### src/rtl/store_commit.sv
// Retire-stage store back end: in-order store FIFO drained to the data-memory
// write port as one or two 8-byte-aligned beats over a req/ack handshake.
module store_commit #(
    parameter int DEPTH = 4
) (
    input  logic                     clk,
    input  logic                     reset,
    input  logic                     store_valid,
    input  logic [63:0]              store_addr,
    input  logic [63:0]              store_data,
    input  logic [3:0]               store_size,
    output logic                     retire_stall,
    output logic                     mem_req,
    output logic [63:0]              mem_addr,
    output logic [63:0]              mem_wdata,
    output logic [7:0]               mem_wstrb,
    input  logic                     mem_ack,
    output logic                     empty,
    output logic [$clog2(DEPTH):0]   count,
    output logic                     err
);

    // Handshake: a beat is transferred on a rising clk edge where mem_req and
    // mem_ack are both high; mem_req and all beat fields hold until then.

    localparam int AW = $clog2(DEPTH);
    localparam int CW = AW + 1;
    localparam logic [CW-1:0] FULL_CNT = CW'(DEPTH);

    typedef enum logic [1:0] {
        IDLE  = 2'd0,
        BEAT0 = 2'd1,
        BEAT1 = 2'd2
    } state_t;

    state_t        state_q, state_d;
    logic [AW-1:0] head_q, head_d;
    logic [AW-1:0] tail_q, tail_d;
    logic [CW-1:0] count_q, count_d;
    logic          err_q, err_d;
    logic          mem_req_q, mem_req_d;
    logic [63:0]   mem_addr_q, mem_addr_d;
    logic [63:0]   mem_wdata_q, mem_wdata_d;
    logic [7:0]    mem_wstrb_q, mem_wstrb_d;
    logic [63:0]   hi_data_q, hi_data_d;
    logic [7:0]    hi_strb_q, hi_strb_d;

    logic [63:0]   fifo_addr_q [DEPTH];
    logic [63:0]   fifo_data_q [DEPTH];
    logic [3:0]    fifo_size_q [DEPTH];

    logic          full;
    logic          size_legal;
    logic          enq;
    logic          pop;
    logic [63:0]   head_addr;
    logic [2:0]    head_off;
    logic [7:0]    head_mask;
    logic [127:0]  head_sh_data;
    logic [15:0]   head_sh_strb;

    assign full = (count_q == FULL_CNT);

    always_comb begin
        size_legal = (store_size == 4'd1) || (store_size == 4'd2) ||
                     (store_size == 4'd4) || (store_size == 4'd8);
        enq   = store_valid && size_legal && !full;
        err_d = err_q;
        // Size 0 is a no-op store and never flags an error, even when full.
        if (store_valid && (store_size != 4'd0) && (!size_legal || full)) begin
            err_d = 1'b1;
        end
    end

    always_comb begin
        head_addr = fifo_addr_q[head_q];
        head_off  = head_addr[2:0];
        case (fifo_size_q[head_q])
            4'd1:    head_mask = 8'h01;
            4'd2:    head_mask = 8'h03;
            4'd4:    head_mask = 8'h0F;
            4'd8:    head_mask = 8'hFF;
            default: head_mask = 8'h00;
        endcase
        head_sh_data = {64'b0, fifo_data_q[head_q]} << {head_off, 3'b000};
        head_sh_strb = {8'b0, head_mask} << head_off;
    end

    always_comb begin
        state_d     = state_q;
        mem_req_d   = mem_req_q;
        mem_addr_d  = mem_addr_q;
        mem_wdata_d = mem_wdata_q;
        mem_wstrb_d = mem_wstrb_q;
        hi_data_d   = hi_data_q;
        hi_strb_d   = hi_strb_q;
        pop         = 1'b0;
        case (state_q)
            IDLE: begin
                if (count_q != '0) begin
                    state_d     = BEAT0;
                    mem_req_d   = 1'b1;
                    mem_addr_d  = {head_addr[63:3], 3'b000};
                    mem_wdata_d = head_sh_data[63:0];
                    mem_wstrb_d = head_sh_strb[7:0];
                    hi_data_d   = head_sh_data[127:64];
                    hi_strb_d   = head_sh_strb[15:8];
                end
            end
            BEAT0: begin
                if (mem_ack) begin
                    if (hi_strb_q != 8'h00) begin
                        state_d     = BEAT1;
                        mem_addr_d  = mem_addr_q + 64'd8;
                        mem_wdata_d = hi_data_q;
                        mem_wstrb_d = hi_strb_q;
                    end else begin
                        pop         = 1'b1;
                        state_d     = IDLE;
                        mem_req_d   = 1'b0;
                        mem_addr_d  = '0;
                        mem_wdata_d = '0;
                        mem_wstrb_d = '0;
                    end
                end
            end
            BEAT1: begin
                if (mem_ack) begin
                    pop         = 1'b1;
                    state_d     = IDLE;
                    mem_req_d   = 1'b0;
                    mem_addr_d  = '0;
                    mem_wdata_d = '0;
                    mem_wstrb_d = '0;
                end
            end
            default: begin
                state_d   = IDLE;
                mem_req_d = 1'b0;
            end
        endcase
    end

    always_comb begin
        head_d  = pop ? head_q + AW'(1) : head_q;
        tail_d  = enq ? tail_q + AW'(1) : tail_q;
        count_d = count_q;
        case ({enq, pop})
            2'b10:   count_d = count_q + CW'(1);
            2'b01:   count_d = count_q - CW'(1);
            default: count_d = count_q;
        endcase
    end

    always_ff @(posedge clk or negedge reset) begin
        if (!reset) begin
            state_q     <= IDLE;
            head_q      <= '0;
            tail_q      <= '0;
            count_q     <= '0;
            err_q       <= 1'b0;
            mem_req_q   <= 1'b0;
            mem_addr_q  <= '0;
            mem_wdata_q <= '0;
            mem_wstrb_q <= '0;
            hi_data_q   <= '0;
            hi_strb_q   <= '0;
        end else begin
            state_q     <= state_d;
            head_q      <= head_d;
            tail_q      <= tail_d;
            count_q     <= count_d;
            err_q       <= err_d;
            mem_req_q   <= mem_req_d;
            mem_addr_q  <= mem_addr_d;
            mem_wdata_q <= mem_wdata_d;
            mem_wstrb_q <= mem_wstrb_d;
            hi_data_q   <= hi_data_d;
            hi_strb_q   <= hi_strb_d;
        end
    end

    // Entry storage needs no reset: occupancy is governed by the pointers.
    always_ff @(posedge clk) begin
        if (enq) begin
            fifo_addr_q[tail_q] <= store_addr;
            fifo_data_q[tail_q] <= store_data;
            fifo_size_q[tail_q] <= store_size;
        end
    end

    assign retire_stall = full;
    assign empty        = (count_q == '0) && (state_q == IDLE);
    assign count        = count_q;
    assign err          = err_q;
    assign mem_req      = mem_req_q;
    assign mem_addr     = mem_addr_q;
    assign mem_wdata    = mem_wdata_q;
    assign mem_wstrb    = mem_wstrb_q;

endmodule

### config.mk
export PLATFORM = sky130hd
export DESIGN_NAME = store_commit
export DESIGN_NICKNAME = d
export VERILOG_FILES = /design/src/rtl/store_commit.sv
export SDC_FILE = /design/constraint.sdc
export NUM_CORES = 1
export LEC_CHECK = 0
export BUFFER_PORTS_ARGS = -buffer_cell sky130_fd_sc_hd__buf_2
export CORE_ASPECT_RATIO = 0.8
export CORE_MARGIN = 2
export CORE_UTILIZATION = 55
export CTS_CLUSTER_DIAMETER = 200
export DETAILED_ROUTE_END_ITERATION = 16
export GPL_TIMING_DRIVEN = 0
export HOLD_SLACK_MARGIN = 0.12
export PLACE_DENSITY_LB_ADDON = 0.1
export SLEW_MARGIN = 20
export SYNTH_ARGS = -nofsm -noshare
export SYNTH_HDL_FRONTEND = slang
export SYNTH_SLANG_ARGS = --single-unit
### constraint.sdc
create_clock -name clk -period 5.3 [get_ports clk]
set_input_delay 0.53 -clock clk [delete_from_list [all_inputs] [get_ports clk]]
set_output_delay 0.53 -clock clk [all_outputs]
set_load 0.1 [all_outputs]
==> metrics.yaml, run 1 <==
synth_ff_type: "edfxtp_1"
fin_hold_ws_ns: 0.137
cpMaxStageDelayCell: "clkbuf_1"
synth_top_cell_by_area: "edfxtp_1"
die_width_um: 269
overflow: 0
grt_use_total_pct: 33.1
grt_setup_unrepaired: "no"
final_util_pct: 67.1
dieArea_um2: 58100
ioPinCount: 279
hold_path_depth: 1
root_buffer: "clkbuf_16"
areaGrowthSynthToFinish_pct: 20.3
syn_avg_cell_area_um2: 15.2
max_freq_mhz: 240
drive_gt1_share_pct: 24.4
crit_chain: "inv_1, ha_1, nor4b_2, or3_1, clkbuf_1, buf_1, clkbuf_1, o22ai_1"
start_util_pct: 55.8
p_per_area_nw_per_um2: 690
status: "finished, final reports clean"
placedCellCount: 3076
synth-async-reset-ratio_pct: 28.2
drt.antenna.violating_nets: 0
cp-start-kind: "register"
max_stage_delay_ns: 0.79
antenna_found_initial: 5
slew_violations: 0
setup-violations-final: 0
synth-seq-cells: 735
fin_nets: 2671
yosys-top-cells-count: "528 x edfxtp_1, 207 x dfrtp_1, 170 x nand2_1"
yosysWarnings: 0
drt-vias-per-instance: 6.28
synthCells: 2033
fin_cells: 3334
hold_path_class: "in2reg"
dr.pass1.iters: 6
worst_path_most_repeated_cell: "clkbuf_1"
grt_pass1_vias: 20600
yosys-top-cells-area: "edfxtp_1 51%, dfrtp_1 17%, mux4_2 9.6%"
io_buffers: 275
cts_htree_levels: 3
tightest_slew_ns: 1.05
rows: 77
drc: 0
clock_latency_ns: 0.63
grt_first_pass_wirelength_um: 138000
synth.most_common_cell: "edfxtp_1"
fill_cells: 3942
peakVddDrop_v: 0.000627
min_period_ns: 4.16
fp.dieH_um: 216
globalplace.congestion: 0.973
critical_path_required_ns: 5.77
seq_area_frac_synth_pct: 68.1
synth.distinct_cells: 72
cts_tree: "built"
hold_viol: 0
grt_max_degree: 89
clkTransAtPathRegs_ns: 0.06
synth_edf_count: 528
numCtsBuffers: 72
timing.clock.skew_ns: 0.0203
hpwlAfterDp_um: 67300
reg2regPathDepth: 8
period_share_pct: 78.5
netlist_area_um2: 30900
clock-sinks: 735
drtIter0Drc: 2740
cts_buffer_depth: 3
synth_top_cell_area_share_pct: 51.3
finalWirelength_um: 94900
core_area_um2: 55400
relSlewSlack_pct: 29.6
max_cap_viol_count: 0
post_cts_buffers: 0
arrival_ns: 4.63
wl_per_cell_um: 28.5
power_leakage_nw: 13.9
crit_type: "reg2reg"
crit_fanout: 10
vias: 20900
crit_path_end_kind: "register"
ctsResizeCount: 0
fin_setup_tns_ns: 0
==> cell usage in the layout (no fill, tap or decap), drive strengths merged, types with 8 or more instances in the layout <==
cell         instances
clkinv              28
buf                335
o31ai               10
dfrtp              207
nand4               17
a21oi               87
mux2i               37
nand2              170
xnor2                9
a221oi              37
ha                  10
o31a                 9
and3                31
nand2b               8
nand3               41
o22a                 8
inv                 19
a31oi               23
and2                11
mux2                53
nor2               144
clkbuf             185
edfxtp             528
a221o               17
xor2                12
o21ai              129
dlygate4sd3        124
mux4               131
a22o                37
nor3b               10
nor3                21
==> critical path: cells and delay by family (launching register included) <==
kind                       cells  cell delay (ns)
AOI/OAI and AO/OA              1             0.21
adders and majority gates      1             0.24
and+or+nand+nor                2             0.91
DFF                            1             0.42
buffers and inverters          4             2.19
==> path summary, 6_finish.rpt <==
kind | startpoint | endpoint | slack [ns]
hold reg to reg | hi_data_q[3] | hi_data_q[3] | 0.48
setup / recovery | state_q[0] | mem_addr[44] | 1.14
setup reg to reg | state_q[0] | mem_addr[44] | 1.14
max in group asynchronous | reset | mem_wdata[12] | 3.67
hold / removal | store_data[3] | fifo_data_q[1][3] | 0.14
min in group asynchronous | reset | tail_q[0] | 0.40
==> flip-flops by register name, indices dropped and copies added, names as in the netlist <==
name	cells
head_q	2
hi_data_q	56
fifo_addr_q	256
count	3
mem_req	1
fifo_size_q	16
hi_strb_q	7
mem_wstrb	8
mem_addr	61
tail_q	2
state_q	2
err	1
mem_wdata	64
fifo_data_q	256
==> metrics by stage <==
step	power, mW	worst slack (ns)	instance area (um^2)
after floorplan	16.3	0.914	30900
after global placement	20.2	-0.154	33200
after detailed placement	20.4	1.22	33600
after CTS	25.4	1.21	37100
after global routing	26.5	1.07	37200
final	25.6	1.14	37200
==> power by group <==
group	switching, mW	internal, mW	total (mW)
registers	0.683	7.15	7.83
clock network	2.20	2.80	5.00
logic	9.39	3.41	12.8
==> area by class of cell <==
class	instances	area [um^2]	area share (%)
timing repair buffer	415	3010	8.09
inverter	16	60.1	0.162
multi-input combinational	1154	9290	25.0
clock inverter	34	297	0.798
sequential	735	21000	56.6
clock buffer	99	1990	5.34
tap	750	938	2.53
buffer	130	548	1.47
antenna	1	2.50	0.00673
==> cell families (layout without fill, tap and decap cells) <==
logic type | count (synthesis) | after routing | share of synthesized area (%)
flops | 735 | 735 | 68.1
simple gates | 486 | 486 | 7.34
compound gates | 411 | 411 | 8.79
mux | 221 | 221 | 12.7
buf+inv | 146 | 694 | 1.97
xor+xnor | 21 | 21 | 0.595
fa+ha+maj | 12 | 12 | 0.502
other cells | 1 | 4 | 0.0121
==> per-layer routing <==
metal,vias to the layer above,part of all wire (%),track usage (%)
met3,170,11,9.47
met1,10600,43,50.8
li1,8953,-,-
met4,0,3.1,9.81
met5,-,0,0
met2,1160,43,46.1
==> repair_timing <==
item / in CTS / in global routing
endpoints found under the setup margin: 0 / 0
hold endpoints to repair: 524 / 8
hold buffers: 122 / 2
Note: power is estimated with default switching activity, not from simulation.
==> run 2: changes to the inputs <==
CORE_UTILIZATION = 54   (was 55)
clock period = 3.65 ns   (was 5.3 ns; I/O delays follow)
==> metrics.yaml, run 2 (same netlist as run 1, synthesis figures left out) <==
status: "finished, final reports clean"
die_width_um: 271
overflow: 0
swShare_pct: 47.7
io_buffers: 275
fin_nets: 2682
core_area_um2: 56600
numCtsBuffers: 73
wl_per_cell_um: 28.6
ioPinCount: 279
drtIter0Drc: 2719
pwr-share-clk_pct: 20.1
drt.antenna.violating_nets: 0
power_leakage_nw: 14.0
layout_commonest_cell: "edfxtp_1"
start_util_pct: 54.6
hpwlAfterDp_um: 68200
fin_cells: 3355
total_power_mw: 37.7
critical_path_required_ns: 4.17
vias: 21100
fill_cells: 4112
globalplace.congestion: 0.977
min_period_ns: 3.56
period_share_pct: 97.4
setup-violations-final: 0
peakVddDrop_v: 0.000915
drt-vias-per-instance: 6.28
dieArea_um2: 59100
grt_use_total_pct: 32.6
crit_chain: "inv_1, ha_1, and2_1, clkbuf_1, nor2b_1, clkbuf_2, clkbuf_1, clkbuf_2, a21oi_1, a21oi_1"
cp-start-kind: "register"
power.internal_mw: 19.7
hold_viol: 0
relSlewSlack_pct: 32.6
mostFrequentLayoutCells: "528 x edfxtp_1, 296 x buf_2, 207 x dfrtp_1, 170 x nand2_1, 144 x nor2_1"
max_cap_viol_count: 0
clkTransAtPathRegs_ns: 0.06
crit_fanout: 10
max_freq_mhz: 281
cts_htree_levels: 3
slew_violations: 0
dr.pass1.iters: 7
cpMaxStageDelayCell: "clkbuf_1"
grt_max_degree: 93
max_stage_delay_ns: 0.48
p_per_area_nw_per_um2: 1010
timing.clock.skew_ns: 0.0171
crit_type: "reg2reg"
areaGrowthSynthToFinish_pct: 21.3
clock_latency_ns: 0.62
clock-sinks: 735
drc: 0
p_switching_mw: 18.0
fp.dieH_um: 218
worst-path-buf-inv: 5
power_frac_comb_pct: 49.6
grt_setup_unrepaired: "yes"
rows: 78
antenna_found_initial: 2
crit_path_end_kind: "register"
grt_first_pass_wirelength_um: 139000
root_buffer: "clkbuf_16"
finalWirelength_um: 96100
seqPwrFrac_pct: 30.2
cts_tree: "built"
cts_buffer_depth: 3
crit_family: "buffers and inverters"
tightest_slew_ns: 0.983
placedCellCount: 3085
drive_gt1_share_pct: 25.1
grt_pass1_vias: 20500
arrival_ns: 4.08
hold_path_class: "in2reg"
run 2: final timing paths:
| path | start | endpoint | slack [ns] | cells after the start |
|---|---|---|---|---|
| max | state_q[0] | mem_wdata[51] | 0.09 | 10 |
| min | mem_ack | head_q[0] | 0.22 | 4 |
| max reg2reg | state_q[0] | mem_wdata[51] | 0.09 | 10 |
| min reg2reg | mem_wstrb[7] | mem_wstrb[7] | 0.48 | 1 |
| max in group asynchronous | reset | mem_wdata[10] | 2.53 | 3 |
| min in group asynchronous | reset | mem_addr[48] | 0.26 | 2 |
run 2: worst register-to-register path: stages, from the launching register on:
cell	delay [ns]
dfrtp_1	0.40
inv_1	0.09
ha_1	0.42
and2_1	0.17
clkbuf_1	0.35
nor2b_1	0.39
clkbuf_2	0.36
clkbuf_1	0.48
clkbuf_2	0.48
a21oi_1	0.14
a21oi_1	0.17
run 2: power by group through the flow:
stage	registers, mW	logic, mW	clock network, mW
floorplan	15.7	8.07	0
global placement	11.5	18.0	0
detailed placement	11.5	18.2	0
CTS	11.4	18.4	7.64
global route	11.5	19.5	7.97
finish	11.4	18.7	7.58
run 2: final cells by class:
class                   count  area, um^2  share of cell area (%)
multi-input cells        1154        9320                    24.9
flip-flops and latches    735       21000                    56.2
plain buffers             130         584                    1.56
clock inverters            35         395                    1.06
inverters                  16        60.1                   0.160
diodes                      2        5.00                  0.0134
well taps                 760         951                    2.54
clock buffers              98        2010                    5.37
repair buffers            425        3100                    8.28
run 2: metal layers:
layer  GRT usage [%]  vias to the layer above  part of all wire, %
met1            50.7                    10900                   45
met4            7.62                        0                  2.1
met5               0                        -                    0
met3            7.67                      133                  9.4
met2            47.0                     1018                   44
li1                -                     8972                    -
run 2: timing repair:
action | in CTS | in global routing
hold buffers | 135 | 0
gates cloned | 0 | 0
gates resized for setup | 11 | 15
buffers inserted | 0 | 0
hold endpoints to repair | 599 | 0
endpoints found under the setup margin | 47 | 75
run 2: per-stage QoR:
stage	setup TNS (ns)	area, um^2	setup WS [ns]	hold WS [ns]	util [%]
final	0	37500	0.0936	0.215	66.2
after global routing	-0.0241	37500	-0.0241	0.213	66.2
after CTS	0	37400	0.00186	0.174	66.1
after detailed placement	-6.48	33600	-0.406	0.307	59.4
after global placement	-465.08	33300	-1.66	0.453	58.8
after floorplan	0	30900	0.0105	0.0694	-
